<file path="src/rtl/sample_pack.sv">
// Serial-to-parallel capture for two sample lanes, feeding a 2-entry word-pair FIFO
// with a valid/ready output and sticky overflow. Optional SAMPLE_PACK_PARITY_EN adds head parity.
module sample_pack #(
    parameter int WIDTH = 8
) (
    input  logic             clk,
    input  logic             rst_n,
    input  logic             a,
    input  logic             b,
    input  logic             in_valid,
    output logic             out_valid,
    input  logic             out_ready,
    output logic [WIDTH-1:0] out_a,
    output logic [WIDTH-1:0] out_b,
    output logic [1:0]       fill_level,
    output logic             overflow,
`ifdef SAMPLE_PACK_PARITY_EN
    output logic             parity_a,
    output logic             parity_b,
`endif
    input  logic             clr_ovf
);

    localparam int CW = (WIDTH > 2) ? $clog2(WIDTH) : 1;

    logic [CW-1:0]    bitcnt;
    logic [WIDTH-1:0] sh_a, sh_b;
    logic [WIDTH-1:0] word_a, word_b;
    logic [WIDTH-1:0] mem_a [2];
    logic [WIDTH-1:0] mem_b [2];
    logic             rd_ptr, wr_ptr;
    logic [1:0]       count;
    logic             word_done, pop, push_ok, drop;

    assign word_a    = {a, sh_a[WIDTH-1:1]};
    assign word_b    = {b, sh_b[WIDTH-1:1]};
    assign word_done = in_valid && (bitcnt == CW'(WIDTH-1));
    assign pop       = (count != 2'd0) && out_ready;
    // A full FIFO still accepts when the head leaves in the same cycle.
    assign push_ok   = word_done && ((count != 2'd2) || pop);
    assign drop      = word_done && !push_ok;

    always_ff @(posedge clk or negedge rst_n) begin
        if (!rst_n) begin
            bitcnt <= '0;
            sh_a   <= '0;
            sh_b   <= '0;
        end else if (in_valid) begin
            sh_a   <= word_a;
            sh_b   <= word_b;
            bitcnt <= word_done ? '0 : bitcnt + 1'b1;
        end
    end

    always_ff @(posedge clk or negedge rst_n) begin
        if (!rst_n) begin
            for (int i = 0; i < 2; i++) begin
                mem_a[i] <= '0;
                mem_b[i] <= '0;
            end
            rd_ptr   <= 1'b0;
            wr_ptr   <= 1'b0;
            count    <= 2'd0;
            overflow <= 1'b0;
        end else begin
            if (push_ok) begin
                mem_a[wr_ptr] <= word_a;
                mem_b[wr_ptr] <= word_b;
                wr_ptr        <= ~wr_ptr;
            end
            if (pop)
                rd_ptr <= ~rd_ptr;
            count <= count + {1'b0, push_ok} - {1'b0, pop};
            if (drop)
                overflow <= 1'b1;
            else if (clr_ovf)
                overflow <= 1'b0;
        end
    end

    assign out_valid  = (count != 2'd0);
    assign fill_level = count;
    assign out_a      = out_valid ? mem_a[rd_ptr] : '0;
    assign out_b      = out_valid ? mem_b[rd_ptr] : '0;

`ifdef SAMPLE_PACK_PARITY_EN
    // Parity is captured alongside the word so the head never needs a reduction tree.
    logic mem_pa [2];
    logic mem_pb [2];

    always_ff @(posedge clk or negedge rst_n) begin
        if (!rst_n) begin
            for (int i = 0; i < 2; i++) begin
                mem_pa[i] <= 1'b0;
                mem_pb[i] <= 1'b0;
            end
        end else if (push_ok) begin
            mem_pa[wr_ptr] <= ^word_a;
            mem_pb[wr_ptr] <= ^word_b;
        end
    end

    assign parity_a = out_valid ? mem_pa[rd_ptr] : 1'b0;
    assign parity_b = out_valid ? mem_pb[rd_ptr] : 1'b0;
`endif

endmodule

</file>
<file path="config.mk">
export PLATFORM = sky130hd
export DESIGN_NAME = sample_pack
export DESIGN_NICKNAME = d
export VERILOG_FILES = /design/src/rtl/sample_pack.sv
export SDC_FILE = /design/constraint.sdc
export NUM_CORES = 1
export LEC_CHECK = 0
export CAP_MARGIN = 20
export CORE_MARGIN = 2
export CORE_UTILIZATION = 40
export CTS_CLUSTER_DIAMETER = 200
export DETAILED_ROUTE_END_ITERATION = 16
export HOLD_SLACK_MARGIN = 0.03
export SLEW_MARGIN = 20
export SYNTH_ARGS = -nofsm -noshare
export SYNTH_HDL_FRONTEND = slang
export SYNTH_SLANG_ARGS = --single-unit
</file>
<file path="constraint.sdc">
create_clock -name clk -period 3.99 [get_ports clk]
set_clock_uncertainty 0.15 [all_clocks]
set_input_delay 0.399 -clock clk [delete_from_list [all_inputs] [get_ports clk]]
set_output_delay 0.399 -clock clk [all_outputs]
set_load 0.05 [all_outputs]
</file>
After elaboration in Yosys (flattened, before gate mapping)

Index checks and enable logic that the tools add are counted.

Order comparisons: 3
Bitwise gates (word level): 4
Add/subtract/negate cells: 3
Multiplexer cells: 15
Reductions and logical operators: 9
Equal/unequal tests: 2

Operators by type and width:

| kind                                                       | number |
|---|---|
| two-way mux 8 bit                                          | 9 |
| bitwise mux 16 bit                                         | 2 |
| demux 8 bit (select 1 bit)                                 | 1 |
| logical AND 1 bit                                          | 5 |
| greater-or-equal comparator 2 bit, second input constant   | 2 |
| NOT 1 -> 2 bit                                             | 2 |
| nonzero test 2 bit                                         | 2 |
| adder 3 x 1 -> 3 bit, second input constant                | 1 |
| == test 3 bit, second input constant                       | 1 |
| two-way mux 3 bit                                          | 1 |
| adder 2 x 1 -> 2 bit                                       | 1 |
| less-than comparator 2 x 1 -> 1 bit, second input constant | 1 |
| two-way mux 1 bit                                          | 2 |
| inequality test 2 bit, second input constant               | 1 |
| NOT 1 bit                                                  | 2 |
| subtractor 2 x 1 -> 2 bit                                  | 1 |
| logical NOT 1 bit                                          | 1 |
| logical OR 1 bit                                           | 1 |

Word-level logic and storage cells: 47
Output and inout bits: 20
Bits of input ports: 7
Register bits: 56

Logic depth before layout (Yosys ltp)

Depth after elaboration: 7
Depth in mapped cells: 7
Mapped depth without buffers: 7

Worst setup path after synthesis

OpenSTA, ideal clock, no wires.

Path kind: register to output
Start: reg count[0] (netlist: fill_level[0])
End: out out_a[5]
Cell stages (with the launch flop): 4
Arrival time: 1.886 ns
Required time: 3.441 ns
Setup slack: 1.555 ns
Buffers on the path: 1
Cells stage by stage: dfrtp_1 nor2_1 clkbuf_1 nor2_1

Longest elaborated chain between the ends: 2

Ends and longest elaborated chain:

| what                     | RTL line | source |
|---|---|---|
| start: declaration       | 32       | `logic [1:0] count;` |
| start signal: assignment | 73       | `count <= count + {1'b0, push_ok} - {1'b0, pop};` |
| nonzero test 2 bit       | 81       | `assign out_valid = (count != 2'd0);` |
| two-way mux 8 bit        | 83       | `assign out_a = out_valid ? mem_a[rd_ptr] : '0;` |
| end: declaration         | 13       | `output logic [WIDTH-1:0] out_a,` |

Every way passes these cells.

Final worst setup path

Start: reg rd_ptr
End: out out_a[5]

Longest elaborated chain between the ends: 5

Ends and longest elaborated chain:

| what                                                 | RTL line | source |
|---|---|---|
| start: declaration                                   | 31       | `logic rd_ptr, wr_ptr;` |
| start signal: assignment                             | 72       | `rd_ptr <= ~rd_ptr;` |
| NOT 1 -> 2 bit (implied by the code)                 | 83       |  |
| two-way mux 8 bit (implied by the code) (3 in a row) | 83       |  |
| two-way mux 8 bit                                    | 83       |  |

Every way passes these cells. The select of a mux whose other input is x is not followed.

==> metrics list <==
* Number of nets still failing antenna checks after routing: 0
- Final Cycle Share: 0.702
- Core Footprint: around 0.0059 sq mm
- Wire length per cell: around 15 um
* Via count of the first global-routing pass: 1490
- After routing the design area is 0.00292 sq mm.
- For this run, the number of Yosys warnings is 0.
- Number of slew-limit violations in the final report: 0
- Cell-internal power: 1.45 mW
* Final count of negative-setup-slack endpoints: 0
- The flow ran to the end, and the final reports show no timing, DRC or antenna violations.
- Vert. Die Dim: approximately 82 um
* Max-slew headroom at the worst pin: 0.561
* Standard cell area after detailed placement: 0.00280 sq mm
- Critical path class: reg -> out
- Total of hold buffers inserted after clock tree synthesis: 0
- Violation count after the first detailed-routing iteration: 60
- Worst slew pin tran: approximately 0.66 ns
- Net switching power: around 970 uW
- Post-CTS Setup Repair Bufs: 0
* Largest net degree at the start of global routing: between 50 and 60
- VDD sags by at most about 0.00048 V.
- For this run, the number of standard cells in the final layout without fillers is 278.
* Achievable Freq: approximately 360 MHz
- The synthesized design contains between 50 and 60 register bits.
- Type of element launching the critical path: flop
* Worst min-delay path category: in -> async
- Relative contribution of sequential cells to total power: 0.381
- After clock tree synthesis, the clock-pin slew on the worst setup and hold paths is approximately 0.09 ns.
- Clock tree synthesis found a total of 54 sinks.
- STA classifies the critical path endpoint as an output pin.
- In this run the clock root is driven by a clkbuf_8.
- Dividing total power by cell area gives a power density of ~830 mW/mm^2.
- The worst path in the final design needs a cycle of roughly 2.8 ns, including I/O delays and setup.
- Post-synthesis net count: 180
* Top fanout value on the critical path: 9
- The first global-routing pass estimated about 7.3 mm of wire.
- Across every metal layer, demand over resource in global routing totals 0.144.
- Clock latency on the worst-skew pair, taken at its later pin, is 0.31 ns.
- In the final layout, the share of cells above drive strength 1 is 0.320.
* Antenna violations before repair: 0
- The total count of hold-check failures in the final report came to 0.
- Number of diodes: 0
- After detailed routing, the number of remaining DRC violations is 0.
* Wirelength, routed: about 4.2 mm
- Post-synthesis cell area: 0.00245 sq mm
* Die outline area: slightly below 0.007 sq mm
- Post-CTS sizing: 0
- Summed negative setup slack over all endpoints: 0 ns
- After the last flow step, the layout net total stands at 212.
- Cell count after placement: 270
- In this run the static leakage power is approximately 1.3 nW.
* Detailed-router iteration count before antenna repair: 4
* Gp weighted congestion: between 0.7 and 0.8
- Clock tree from TritonCTS: yes
- I/O pin cnt: 27
* RSZ-0062 raised after global routing: no
- Std cell rows: 28
- Average cell area after synthesis: between 10 and 15 sq um
* Cell count after synthesis: 170
* Initial Util: 0.414
- Unique cell type count in the Yosys netlist: 24
- The tightest hold path in the finished design has a slack of around 0.048 ns.
- The wire-length estimate of the detail-placed layout is between 2 and 3 mm.
- Clock Path Buffers: 2
* H-tree lvl count: 2
- The share of total power dissipated in combinational logic is 0.468.
- Final Total Pwr: approximately 2.4 mW
- TritonCTS created 5 clock buffers.
- Across the run, the number of max-cap violations was 0.
* Worst path required time: 3.44 ns
- Of the total power, the clock network draws 0.152.
- Across all layers, the routed design uses around 1400 vias.
- Switching Fraction: 0.401
* Remaining Overflow, GRT: 0
* Width of the chip: a little over 80 um
* Area Overhead vs Synth: 19.1%
- For the worst setup path, the data arrival time is roughly 2.3 ns.
* Count of buffers inserted at the top-level ports: 26
- Routed vias/inst: around 5
- Of the synthesized area, sequential elements account for 0.552.
==> worst max-delay path, stage by stage (launching register included) <==
cell and delay [ns]:
dfrtp_1 0.63, buf_4 0.30, mux2i_1 0.10, nor2_1 0.10
clkdlybuf4s50_1 0.81
==> final cells by class <==
type                    instances  area (sq um)
clock buffers                   5          68.8
clock inverters                 3          47.5
fillers                       515          3000
inverters                       5          18.8
multi-input cells             104          1040
flip-flops and latches         54          1350
well taps                      75          93.8
repair buffers                 32           300
==> through the flow <==
step                 util  setup WS, ns
finish              0.493          1.19
detailed placement  0.473          1.47
floorplan               -          1.55
CTS                 0.493          1.17
global placement    0.473          1.51
global route        0.493          1.04
==> path summary, 6_finish.rpt <==
kind                       slack, ns         to  depth (start not counted)       from
setup / recovery                1.19   out_a[5]                          4     rd_ptr
hold / removal                  0.05   mem_b[0]                          2      rst_n
setup reg to reg                1.92   mem_a[2]                          6  bitcnt[0]
hold reg to reg                 0.34  bitcnt[0]                          1  bitcnt[0]
max in group asynchronous       3.19    sh_a[2]                          2      rst_n
min in group clk                0.34  bitcnt[0]                          1  bitcnt[0]
==> power by group through the flow <==
stage,clock (mW),combinational [mW],sequential [mW]
2_1_floorplan,0,0.828,0.903
3_3_place_gp,0,1.12,0.918
3_5_place_dp,0,1.14,0.934
4_1_cts,0.381,1.15,0.923
5_1_grt,0.410,1.21,0.953
6_report,0.368,1.13,0.923
==> layer usage <==
metal	share of wire	vias to the layer above	global-route usage
li1	-	651	-
met2	0.48	25	0.231
met5	0	-	0
met4	0.0093	0	0.0400
met1	0.47	703	0.194
met3	0.035	7	0.0370
==> flip-flops by register name (all words and copies together), names as in the netlist <==
signal	count
mem_a	16
mem_b	16
sh_a	7
sh_b	7
bitcnt	3
fill_level	2
overflow	1
rd_ptr	1
wr_ptr	1
==> logic make-up (layout without fill, tap and decap cells) <==
kind of cell / count (synthesis) / after routing / share of synthesized area
multiplexers: 64 / 64 / 0.314
flip-flops: 54 / 54 / 0.552
AND/OR/NAND/NOR: 26 / 26 / 0.0633
buffers and inverters: 12 / 45 / 0.0255
AO/OA/AOI/OAI: 8 / 8 / 0.0194
adder cells (fa/ha/maj): 3 / 3 / 0.0153
XOR/XNOR: 3 / 3 / 0.0107
==> Yosys cell counts <==
| library cell | n | area (sq um) |
|---|---|---|
| nand3b_1 | 1 | 7.51 |
| o22a_1 | 1 | 8.76 |
| nand3_1 | 1 | 5.00 |
| o22ai_1 | 1 | 6.26 |
| nor3b_4 | 2 | 37.5 |
| buf_1 | 2 | 7.51 |
| nand2_2 | 1 | 6.26 |
| nand2b_1 | 2 | 12.5 |
| mux2i_1 | 18 | 180 |
| a21boi_0 | 1 | 7.51 |
| a21oi_1 | 1 | 5.00 |
| buf_6 | 2 | 22.5 |
| ha_1 | 3 | 37.5 |
| dfrtp_1 | 54 | 1350 |
| xnor2_1 | 3 | 26.3 |
| nor3_4 | 1 | 16.3 |
| mux2_4 | 19 | 285 |
| o21ai_0 | 4 | 20.0 |
| mux2_2 | 27 | 304 |
| nor2b_1 | 1 | 6.26 |
| nor2_1 | 17 | 63.8 |
| inv_1 | 5 | 18.8 |
| buf_2 | 2 | 10.0 |
| clkbuf_1 | 1 | 3.75 |
==> placed cells by master, fill, tap and decap left out, drive strengths merged <==
| cell | n |
|---|---|
| nand2 | 1 |
| buf | 7 |
| bufinv | 1 |
| inv | 6 |
| nor2 | 17 |
| a21oi | 1 |
| clkinv | 1 |
| nor3 | 1 |
| mux2i | 18 |
| o22ai | 1 |
| clkdlybuf4s50 | 25 |
| o21ai | 4 |
| o22a | 1 |
| xnor2 | 3 |
| a21boi | 1 |
| clkbuf | 5 |
| nand2b | 2 |
| ha | 3 |
| nor2b | 1 |
| dfrtp | 54 |
| nor3b | 2 |
| nand3 | 1 |
| nand3b | 1 |
| mux2 | 46 |
No activity file was read; power rests on OpenSTA's default activity.
==> RTL edit 1: new RTL, same settings <==
Change the parameter `WIDTH` from 8 to 16.
--- a/src/rtl/sample_pack.sv
+++ b/src/rtl/sample_pack.sv
@@ -1,7 +1,7 @@
 // Serial-to-parallel capture for two sample lanes, feeding a 2-entry word-pair FIFO
 // with a valid/ready output and sticky overflow. Optional SAMPLE_PACK_PARITY_EN adds head parity.
 module sample_pack #(
-    parameter int WIDTH = 8
+    parameter int WIDTH = 16
 ) (
     input  logic             clk,
     input  logic             rst_n,
Interface: changed (resized out_a and out_b); port bits go from 27 to 43. No check against the original RTL was run, so the function may have changed too.
==> RTL edit 1 against the unedited design <==
First-iteration DRC count grew 15%; core utilization is 1.0 points lower; critical path type unchanged; total power is 80% higher; worst setup slack got worse by 180 ps; cell area grew 87%; global-route usage down 0.15 points; synthesized area rose by 87%; fmax fell by 5.9%; largest cell class unchanged; sequential cell count up 49; sequential power grew 91%; routed wire length increased by 97%.
==> RTL edit 1: results (changes against the unedited design) <==
stage	metric	value	unit	change
layout	Clock buf/inv share	5.496	%	was 3.990%
power_and_ir_drop	Max VDD drop	0.3969	mV	was 0.4782 mV
layout	Seq. cell area	2579	um2	was 1351 um2
layout	# nets final	367		was 212
critical_path	CP max stage delay	700	ps	was 810 ps
outcome	status	finished, final reports clean		unchanged
placement	Post-DP HPWL	4859	um	was 2773 um
placement	RePlAce Congestion	0.6714		was 0.7668
layout	Largest regs	mem_a x32, mem_b x32		was mem_a x16, mem_b x16
power_and_ir_drop	sw frac	37.22	%	was 40.14%
logic_synthesis	syn nets	325		was 180
layout	layout cells sized above 1	32.78	%	was 32.02%
logic_synthesis	sequential area share after synthesis	56.13	%	was 55.16%
critical_path	worst-path maximum fanout	18		was 9
routing	DR WL/cell	16.36	um	was 15.09 um
global_routing	GRT Total Usage	14.24	%	was 14.39%
placement	Place WS	1342	ps	was 1471 ps
cts	Worst-path clk slew	70	ps	was 90 ps
global_routing	first-pass GRT wire length	14020	um	was 7341 um
cts	total CTS buffers	9		was 5
layout	multi-input gates	192		was 104
power_and_ir_drop	clock network power share	20.4	%	was 15.2%
logic_synthesis	Mapped Cells	316		was 170
placement	number of port buffers	42		was 26
layout	buffer share of cell area	9.389	%	was 10.30%
layout	# clk buffers	12		was 5
global_routing	number of global-route vias before repair	2634		was 1490
logic_synthesis	top cells by area, synth	dfrtp_1 (56%), mux2_2 (15%), mux2_4 (9.8%)		was dfrtp_1 (55%), mux2_2 (12%), mux2_4 (12%)
logic_synthesis	synth cell count leaders	dfrtp_1 (103), mux2_2 (62), nor2_1 (34)		was dfrtp_1 (54), mux2_2 (27), mux2_4 (19)
power_and_ir_drop	leak pwr	2.602	nW	was 1.341 nW
layout	count of plain and timing-repair buffers	49		was 32
global_routing	pin count of the biggest net entering global routing	78		was 55
global_routing	met2 Usage GRT	22.09	%	was 23.06%
layout	non-filler instance count after layout	506		was 278
routing	DR vias/cell	5.095		was 4.986
routing	DR iter-0 viols	69		was 60
cts	CTS H-Tree Depth	3		was 2
[RTL edit 1: cell types whose count changed after synthesis, moves of 4 or more]
cell	before	now
nand2_1	0	7
clkbuf_1	1	5
mux2_1	0	4
mux2_4	19	30
dfrtp_1	54	103
mux2i_1	18	32
mux2_2	27	62
nor2_1	17	34
buf_6	2	6
[RTL edit 1: path summary, 6_finish.rpt]
kind | start | end | slack, ps | cells past startpoint
setup reg to reg | bitcnt[0] | mem_b[12] | 1510 | 4
hold / removal | rst_n | fill_level[0] | 330 | 2
max in group asynchronous | rst_n | mem_b[19] | 2340 | 4
min in group clk | mem_a[30] | mem_a[30] | 340 | 1
setup / recovery | fill_level[1] | out_b[4] | 1010 | 4
hold reg to reg | mem_a[30] | mem_a[30] | 340 | 1
[RTL edit 1: kinds of logic (layout without fill, tap and decap cells)]
group                    after synthesis  after routing  share of synthesized area (%)
AO/OA/AOI/OAI                          9              9                          1.308
XOR/XNOR                               3              3                         0.5723
adder cells (fa/ha/maj)                2              2                         0.5449
buffers and inverters                 21             68                          2.943
flip-flops                           103            103                          56.13
multiplexers                         128            128                          32.97
AND/OR/NAND/NOR                       50             50                          5.532
[RTL edit 1: per-stage QoR]
step                area [um2]  hold slack (ps)
finish                    5464            333.1
global route              5464            345.3
CTS                       5426            117.5
detailed placement        5126            323.9
global placement          5126            318.4
floorplan                 4592           -46.59
[RTL edit 1: timing repair]
item | in CTS | in global routing
endpoints found under the setup margin | 0 | 0
hold endpoints to repair | 0 | 17
hold buffers | 0 | 1
[RTL edit 1: worst reg2reg max path, cell delays in order, from the launching register on]
cell     delay (ps)
dfrtp_1         400
ha_1            260
and4_1          400
nand3_4         600
mux2_4          550
==> RTL edit 2: new RTL, same flow settings <==
Made on the original files. Put one more register stage on the output `fill_level`, without a reset. The value now appears one clock later. The other outputs are not delayed to match.
--- a/src/rtl/sample_pack.sv
+++ b/src/rtl/sample_pack.sv
@@ -79,7 +79,9 @@
     end
 
     assign out_valid  = (count != 2'd0);
-    assign fill_level = count;
+    always_ff @(posedge clk) begin
+        fill_level <= count;
+    end
     assign out_a      = out_valid ? mem_a[rd_ptr] : '0;
     assign out_b      = out_valid ? mem_b[rd_ptr] : '0;
 
Function: changed (Yosys sat finds a counterexample within 10 cycles, from zero or initial values and one cycle with rst_n low).
==> RTL edit 2 against the unedited design <==
Die area is 1.5% higher; synthesized cell count is 0.59% lower; first-iteration DRC count is 17% higher; cell count is 0.72% lower; synthesized area is 1.6% higher; total power is 5.4% lower; sequential cell count is 2 higher; register-to-register slack better by 30 ps; combinational power is 9% lower; routed wire length is 5.1% higher; worst setup slack worse by 240 ps; sequential share of layout area is 1.3 points higher; cell area is 0.13% higher; critical endpoint is now out_a[3]; largest power group unchanged.
==> RTL edit 2: results (changes against the unedited design) <==
stage	metric	value	unit	change
sta	slew of the pin with the lowest slew margin	1023	ps	was 658.3 ps
global_routing	number of global-route vias before repair	1559		was 1490
logic_synthesis	synth cell count leaders	dfrtp_1 (54), mux2_2 (28), mux2_4 (19)		was dfrtp_1 (54), mux2_2 (27), mux2_4 (19)
cts	Post-CTS Repair Setup Buffers	0		unchanged
cts	total CTS buffers	5		unchanged
cts	CTS H-Tree Depth	2		unchanged
cts	Root Buffer	clkbuf_8		unchanged
global_routing	pin count of the biggest net entering global routing	55		unchanged
routing	Initial DRT Pass Iterations	4		unchanged
placement	number of port buffers	26		unchanged
global_routing	first-pass GRT wire length	7638	um	was 7341 um
placement	Post-DP Area	2828	um2	was 2800 um2
outcome	status	finished, final reports clean		unchanged
routing	DR vias/cell	4.909		was 4.986
routing	DR iter-0 viols	70		was 60
logic_synthesis	YS warnings	0		unchanged
global_routing	GRT Total Usage	13.95	%	was 14.39%
critical_path	Worst Path Arrival	2490	ps	was 2250 ps
critical_path	worst-path maximum fanout	17		was 9
placement	Place WS	1290	ps	was 1471 ps
logic_synthesis	sequential area share after synthesis	55.91	%	was 55.16%
layout	Largest regs	mem_a x16, mem_b x16		unchanged
placement	RePlAce Congestion	0.6821		was 0.7668
placement	Post-DP HPWL	2832	um	was 2773 um
routing	Post-Route WL	4409	um	was 4196 um
layout	layout cells sized above 1	32.34	%	was 32.02%
logic_synthesis	Async SR Flop Fraction	96.43	%	was 100.0%
power_and_ir_drop	Max VDD drop	0.4200	mV	was 0.4782 mV
cts	Worst-Skew Late Latency	300	ps	
cts	post-cts gate resize count	0		unchanged
layout	# nets final	210		was 212
logic_synthesis	syn nets	179		was 180
cts	Worst-path clk slew	100	ps	
placement	placed cells	268		was 270
logic_synthesis	distinct cell type count after synthesis	24		unchanged
critical_path	CP max stage delay	1030	ps	was 810 ps
critical_path	CP max stage cell	dfrtp_1		was clkdlybuf4s50_1
critical_path	Crit path max-delay family	flip-flops		was buffers and inverters
power_and_ir_drop	leak pwr	1.338	nW	was 1.341 nW
logic_synthesis	ys flop type	dfrtp_1		unchanged
layout	non-filler instance count after layout	276		was 278
worst_hold_path	HP Class	input pin to async pin		unchanged
global_routing	initial antenna violation count	0		unchanged
cts	Longest Clk Path Bufs	2		unchanged
logic_synthesis	top cells by area, synth	dfrtp_1 (54%), mux2_2 (13%), mux2_4 (11%)		was dfrtp_1 (55%), mux2_2 (12%), mux2_4 (12%)
logic_synthesis	Mapped Cells	169		was 170
layout	antenna cell count	0		unchanged
RTL edit 2: cell types whose count changed after synthesis, moves of 2 or more:
cell / unedited run / this run
dfxtp_1: 0 / 2
buf_1: 2 / 0
a22o_1: 0 / 2
inv_1: 5 / 3
RTL edit 2: final cells by class:
type / count / area [um2]
fill: 533 / 3035
inverter: 3 / 11.26
clock buffer: 5 / 68.82
tap: 75 / 93.84
clock inverter: 3 / 23.77
multi-input combinational: 103 / 1039
sequential: 56 / 1391
timing repair buffer: 31 / 292.8
RTL edit 2: report_power, final:
part / total, mW / switching, mW / internal (mW) / leakage (nW)
clock: 0.310 / 0.185 / 0.125 / 0.0404
sequential: 0.952 / 0.185 / 0.767 / 0.702
combinational: 1.03 / 0.559 / 0.472 / 0.595
total: 2.29 / 0.929 / 1.36 / 1.34
RTL edit 2: per-layer routing:
layer  global-route usage [%]  up-vias  share of wire (%)
met5                        0        -                  0
met4                    4.322        0                1.0
met3                    4.175        4                3.3
met2                    23.02       20                 51
met1                    17.67      686                 45
li1                         -      645                  -
RTL edit 2: cells by family after synthesis:
group / Yosys count / share of synthesized area, %
buffers and inverters: 10 / 2.363
AND/OR/NAND/NOR: 25 / 6.033
flip-flops: 56 / 55.91
AO/OA/AOI/OAI: 8 / 2.162
XOR/XNOR: 3 / 1.056
adder cells (fa/ha/maj): 3 / 1.508
multiplexers: 64 / 30.97
RTL edit 2: worst reg2reg max path, cell delays in order, from the launching register on:
cell	delay (ps)
dfrtp_1	380
ha_1	160
ha_1	250
nand2_4	120
nor3b_4	170
buf_4	320
mux2_2	380
RTL edit 2: final timing paths:
| path | startpoint | endpoint | slack [ps] | depth (start not counted) |
|---|---|---|---|---|
| setup / recovery | rd_ptr | out_a[3] | 950 | 3 |
| hold / removal | rst_n | mem_b[3] | 50 | 2 |
| setup reg to reg | bitcnt[0] | mem_a[7] | 1950 | 6 |
| hold reg to reg | mem_a[4] | mem_a[4] | 370 | 1 |
| max in group asynchronous | rst_n | sh_a[5] | 3190 | 2 |
| min in group clk | mem_a[4] | mem_a[4] | 370 | 1 |
